<file path="config.mk">
export PLATFORM = sky130hd
export DESIGN_NAME = elevator_scan_ctrl
export DESIGN_NICKNAME = d
export VERILOG_FILES = /design/src/rtl/elevator_pkg.sv /design/src/rtl/elev_tick_timer.sv /design/src/rtl/elevator_scan_ctrl.sv
export SDC_FILE = /design/constraint.sdc
export NUM_CORES = 1
export LEC_CHECK = 0
export CORE_ASPECT_RATIO = 0.9
export CORE_UTILIZATION = 58
export DETAILED_ROUTE_END_ITERATION = 6
export PLACE_DENSITY_LB_ADDON = 0.08
export SETUP_SLACK_MARGIN = 0.5
export SYNTH_ARGS = -nofsm -noshare
export SYNTH_HDL_FRONTEND = slang
export SYNTH_SLANG_ARGS = --single-unit
</file>
<file path="constraint.sdc">
create_clock -name clk -period 3.3 [get_ports clk]
set_input_delay 0.66 -clock clk [delete_from_list [all_inputs] [get_ports clk]]
set_output_delay 0.66 -clock clk [all_outputs]
set_load 0.005 [all_outputs]
</file>
<file path="src/rtl/elevator_pkg.sv">
// Shared state encoding, default timing constants and floor decode for the elevator controller.
package elevator_pkg;

    typedef enum logic [1:0] {
        IDLE = 2'b00,
        MOVE = 2'b01,
        DOOR = 2'b10
    } elev_state_t;

    localparam int DEF_TICKS_PER_FLOOR = 250_000_000;
    localparam int DEF_DOOR_TICKS      = 100_000_000;
    localparam int MAX_FLOORS          = 16;
    localparam int MAX_FLOOR_W         = 4;

    function automatic logic [MAX_FLOORS-1:0] floor_onehot(input logic [MAX_FLOOR_W-1:0] idx);
        floor_onehot      = '0;
        floor_onehot[idx] = 1'b1;
    endfunction

endpackage

</file>
<file path="src/rtl/elev_tick_timer.sv">
// Restartable tick counter running 0..TERMINAL-1; done flags the terminal cycle.
// start and hold both park the count at zero; hold is the level-style form.
module elev_tick_timer #(
    parameter int TERMINAL = 4,
    localparam int CNT_W   = (TERMINAL > 1) ? $clog2(TERMINAL) : 1
) (
    input  logic clk,
    input  logic rst,
    input  logic start,
    input  logic hold,
    output logic done
);

    logic [CNT_W-1:0] count;
    logic             at_tc;

    assign at_tc = (count == CNT_W'(TERMINAL - 1));
    assign done  = at_tc && !start && !hold;

    always_ff @(posedge clk) begin
        if (rst || start || hold || at_tc) begin
            count <= '0;
        end else begin
            count <= count + CNT_W'(1);
        end
    end

endmodule

</file>
<file path="src/rtl/elevator_scan_ctrl.sv">
// SCAN-order elevator controller: latches floor requests and sweeps up/down serving them.
// Optional ELEV_DOOR_HOLD_EN adds a door_hold input that keeps the door open while high.
//
// state | meaning
// IDLE  | parked with doors closed, nothing pending
// MOVE  | travelling one floor per TICKS_PER_FLOOR cycles
// DOOR  | doors open for DOOR_TICKS cycles at the current floor
module elevator_scan_ctrl
    import elevator_pkg::*;
#(
    parameter int N_FLOORS        = 8,
    parameter int TICKS_PER_FLOOR = DEF_TICKS_PER_FLOOR,
    parameter int DOOR_TICKS      = DEF_DOOR_TICKS,
    localparam int FLOOR_W        = $clog2(N_FLOORS)
) (
    input  logic                clk,
    input  logic                rst,
    input  logic [N_FLOORS-1:0] req,
`ifdef ELEV_DOOR_HOLD_EN
    input  logic                door_hold,
`endif
    output logic [FLOOR_W-1:0]  floor,
    output logic [N_FLOORS-1:0] floor_led,
    output logic [N_FLOORS-1:0] pending,
    output logic                dir_up,
    output logic                moving,
    output logic                door_open,
    output logic                arrive
);

    elev_state_t         state, state_nxt;
    logic [N_FLOORS-1:0] above_mask, below_mask, pending_nxt;
    logic [FLOOR_W-1:0]  next_floor, door_floor;
    logic                pend_up, pend_dn, ahead, behind;
    logic                req_here, serve_here, at_limit, stop_here, turn;
    logic                travel_start, travel_done, door_start, door_done, door_hold_i;

`ifdef ELEV_DOOR_HOLD_EN
    assign door_hold_i = door_hold;
`else
    assign door_hold_i = 1'b0;
`endif

    always_comb begin
        above_mask = '0;
        below_mask = '0;
        for (int i = 0; i < N_FLOORS; i++) begin
            above_mask[i] = (i > int'(floor));
            below_mask[i] = (i < int'(floor));
        end
    end

    assign pend_up    = |(pending & above_mask);
    assign pend_dn    = |(pending & below_mask);
    assign ahead      = dir_up ? pend_up : pend_dn;
    assign behind     = dir_up ? pend_dn : pend_up;
    assign req_here   = req[floor];
    assign serve_here = pending[floor] | req_here;

    // The clamp only guards against illegal operation; a pending target always lies ahead.
    assign at_limit   = dir_up ? (floor == FLOOR_W'(N_FLOORS - 1)) : (floor == '0);
    assign next_floor = at_limit ? floor
                      : (dir_up ? floor + FLOOR_W'(1) : floor - FLOOR_W'(1));
    assign stop_here  = pending[next_floor];

    assign travel_start = (state != MOVE);
    assign door_start   = (state != DOOR) || req_here;

    elev_tick_timer #(.TERMINAL(TICKS_PER_FLOOR)) u_travel_timer (
        .clk   (clk),
        .rst   (rst),
        .start (travel_start),
        .hold  (1'b0),
        .done  (travel_done)
    );

    elev_tick_timer #(.TERMINAL(DOOR_TICKS)) u_door_timer (
        .clk   (clk),
        .rst   (rst),
        .start (door_start),
        .hold  (door_hold_i),
        .done  (door_done)
    );

    always_ff @(posedge clk) begin
        if (rst) begin
            state <= IDLE;
        end else begin
            state <= state_nxt;
        end
    end

    always_comb begin
        state_nxt = state;
        case (state)
            IDLE: begin
                if (serve_here) begin
                    state_nxt = DOOR;
                end else if (ahead || behind) begin
                    state_nxt = MOVE;
                end
            end
            MOVE: begin
                if (travel_done && stop_here) begin
                    state_nxt = DOOR;
                end
            end
            DOOR: begin
                if (door_done) begin
                    state_nxt = (ahead || behind) ? MOVE : IDLE;
                end
            end
            default: state_nxt = IDLE;
        endcase
    end

    always_comb begin
        moving    = (state == MOVE);
        door_open = (state == DOOR);
    end

    // Reverse only when the current sweep has nothing left and the other side does.
    assign turn = !ahead && behind &&
                  (((state == IDLE) && !serve_here) || ((state == DOOR) && door_done));

    assign door_floor = (state == MOVE) ? next_floor : floor;

    always_comb begin
        pending_nxt = pending | req;
        if (state_nxt == DOOR) begin
            pending_nxt[door_floor] = 1'b0;
        end
    end

    always_ff @(posedge clk) begin
        if (rst) begin
            floor     <= '0;
            floor_led <= N_FLOORS'(1);
            pending   <= '0;
            dir_up    <= 1'b1;
            arrive    <= 1'b0;
        end else begin
            floor_led <= N_FLOORS'(floor_onehot(MAX_FLOOR_W'(floor)));
            pending   <= pending_nxt;
            arrive    <= (state_nxt == DOOR) && (state != DOOR);
            if ((state == MOVE) && travel_done) begin
                floor <= next_floor;
            end
            if (turn) begin
                dir_up <= ~dir_up;
            end
        end
    end

    a_no_clamp : assert property (@(posedge clk) disable iff (rst)
        ((state == MOVE) && travel_done) |-> !at_limit);

endmodule
</file>
==> metrics.txt <==
status complete, no violations; Gate Count Post-Synth about 470; met3 wire len 510 um; Setup WS pre-CTS between 0.4 and 0.5 ns; Clock Sinks around 80; Routed wire per std cell 14.3 um; Worst R2R Setup Slack 0.62 ns; die area 7030 um^2; CTS Buf Count 9; crit-path max FO 11; Fillers 541; CP startpoint kind flop; Total GRT Usage 0.257; Post-CTS Hold Buffers 0; most frequent cells in the layout nor2_1 (89), dfxtp_1 (78), xor2_1 (32), clkdlybuf4s50_1 (32), nand2_1 (30); Synth-to-Final Area Change 15.5%; clock group share of total power 0.363; endpoint type of the worst setup path flop; Vias 3395; final hold slack ~0.47 ns; Critical Path AT 2.91 ns; CTS tree built; Final GP Congestion 0.903; Critical-path top delay cell dfxtp_1; Hold Path Depth 1; Nets 513; Max Freq 0.373 GHz; Net Count, Synth 482; syn avg cell area 8.33 um^2; Internal 0.00144 W; root buffer cell clkbuf_8; CTS H-tree lvls 3; postcts setup bufs 0; main area contributors after synthesis dfxtp_1 (40%), nor2_1 (8.6%), xor2_1 (7.2%); RSZ-0062 raised after global routing false; Core ar. 6280 um^2; Synth top area share 0.402; # placed instances about 570; Pwr Density 436 nW/um^2; Die W 88.3 um; fin crit period 2.68 ns; antenna fix cells 0; slowest stage delay, CP between 0.4 and 0.5 ns; # DRC 0; Cell Area, Synth 3880 um^2; WHS Endpoint u_travel_timer.count[0]; WL final ~8500 um; DR iter-0 viols 184; Setup TNS Final 0 ns; Max clock buf depth 2; Final Non-Filler Cells 589; Top Metal Used met4; post-synthesis cell type count 56; clock slew at reported path FFs 0.08 ns; setup ws final 0.620 ns; Reg power frac 0.525; crit path kind flop to flop; reg-to-reg endpoint arrive; normalized max-slew margin 0.333; worst min-delay path class flop to flop; Final Setup Violations 0; Rows 27; combinational share of power 0.112; Synth Flop Type dfxtp_1; die extent in y 79.6 um; Max-cap violations 0; clk_lat worst skew roughly 0.34 ns; Post-DP HPWL 6050 um; cell taking the most area after synthesis dfxtp_1; reg2reg path depth 8; Final Cycle Share 0.812; switching portion of total power 0.266; M1 wire length 3880 um; Register Area 1560 um^2; hold path start u_travel_timer.count[0]; largest net degree at the start of global routing 29; Pre-antenna DRT Iters 4; vias in the first global route 3095; metal2 WL 3920 um; Worst Skew 0.00724 ns; Post-synth EDFFs 0; count of final hold-check violations 0; area of the multi-input gates roughly 2200 um^2; Initial Util 0.618; IO buf count 32; Final Max Slew Viols 0; cts repair resizes 1; post-synthesis register bit count 78; first-pass GRT wire length 14000 um; IO Count 33; share of cells above drive strength 1 0.0677; Synth Warn # 0; sequential fraction of the synthesis area 0.402; gr ovfl total 0; peak supply drop 0.000266 V; Vias/cell 5.76; Synth async-reset ratio 0; Sw Pwr 0.000521 W; static leakage 1.56 nW; Tightest Pin Transition 1.00 ns; initial antenna violation count 0; commonest non-fill, non-tap cell in the layout nor2_1; worst path cell trace inv_2 -> ha_1 -> or3b_1 -> a211oi_2 -> mux2_1 -> nand4_1 -> a41oi_4 -> o211a_1; ANT nets after route 0; worst r2r src floor[0]; CP required 3.53 ns
[synth_stat cells, types with 2 or more instances]
cell	number
xor2_1	32
inv_1	11
nor2b_1	5
dfxtp_1	78
nor3_1	10
nor3b_1	2
and2_1	5
a221oi_1	3
a31oi_1	2
clkbuf_1	7
mux2_2	4
nor2_1	89
or4b_1	2
o21ai_1	8
nand4_1	12
o21ai_0	24
nor4b_1	4
buf_2	11
o31ai_1	2
ha_1	6
nand3_1	24
mux2i_1	3
xnor2_1	18
a211oi_1	5
or3_1	2
nand2b_1	6
nor4_1	3
nor4bb_1	2
and3_1	13
and4_1	7
a21oi_1	8
nand2_1	30
a211o_1	5
[cell type report]
| type | instances | share of cell area |
|---|---|---|
| Timing Repair Buffer | 39 | 0.0831 |
| Tap cell | 87 | 0.0243 |
| Clock buffer | 10 | 0.0285 |
| Sequential cell | 78 | 0.348 |
| Multi-Input combinational cell | 357 | 0.491 |
| Inverter | 12 | 0.0100 |
| Clock inverter | 6 | 0.0153 |
[metal layers]
metal  global-route usage  vias to the layer above
met2                0.409                       96
met3               0.0662                       13
met5                    0                        -
met1                0.331                     1602
met4                0.103                        0
li1                     -                     1684
[registers in the layout, summed over array words and instances, names as in the netlist]
name / count
pending: 8
u_door_timer.count: 27
floor: 3
arrive: 1
floor_led: 8
dir_up: 1
u_travel_timer.count: 28
state: 2
[cell families after synthesis]
kind of cell / synth area share
xor gates and xnor gates: 0.113
AOI/OAI and AO/OA: 0.124
adders and majority gates: 0.0193
and+or+nand+nor: 0.280
muxes: 0.0261
DFF: 0.402
buffers and inverters: 0.0354
[worst max-delay path by stage]
stage,slack (ns),startpoint,depth (start not counted),end
finish,0.62,floor[0],8,arrive
global route,0.50,floor[0],8,arrive
CTS,0.55,floor[0],8,arrive
detailed placement,0.46,req[5],6,u_door_timer.count[12]
global placement,0.48,floor[0],8,pending[2]
floorplan,0.67,floor[0],11,state[1]
[stage by stage]
stage                     area (um^2)   util  power [W]
final                            4490  0.714    0.00196
after global routing             4490  0.714    0.00204
after CTS                        4480  0.713    0.00197
after detailed placement         4270  0.680    0.00126
after global placement           4270  0.680    0.00126
after floorplan                  3880      -    0.00115
[power groups by stage]
stage               Sequential [W]  Clock (W)  Combinational (W)
finish                     0.00103   0.000710           0.000219
global route               0.00103   0.000765           0.000241
CTS                        0.00102   0.000725           0.000219
detailed placement         0.00105          0           0.000217
global placement           0.00105          0           0.000213
floorplan                  0.00102          0           0.000125
[worst max-delay path, delay by kind of cell, from the launching register on]
family | cells | cell delay (ns)
AO/OA/AOI/OAI | 3 | 0.82
adder cells (fa/ha/maj) | 1 | 0.28
buffers and inverters | 1 | 0.18
flip-flops | 1 | 0.41
multiplexers | 1 | 0.36
AND/OR/NAND/NOR | 2 | 0.53
Note: power is estimated with default switching activity, not from simulation.
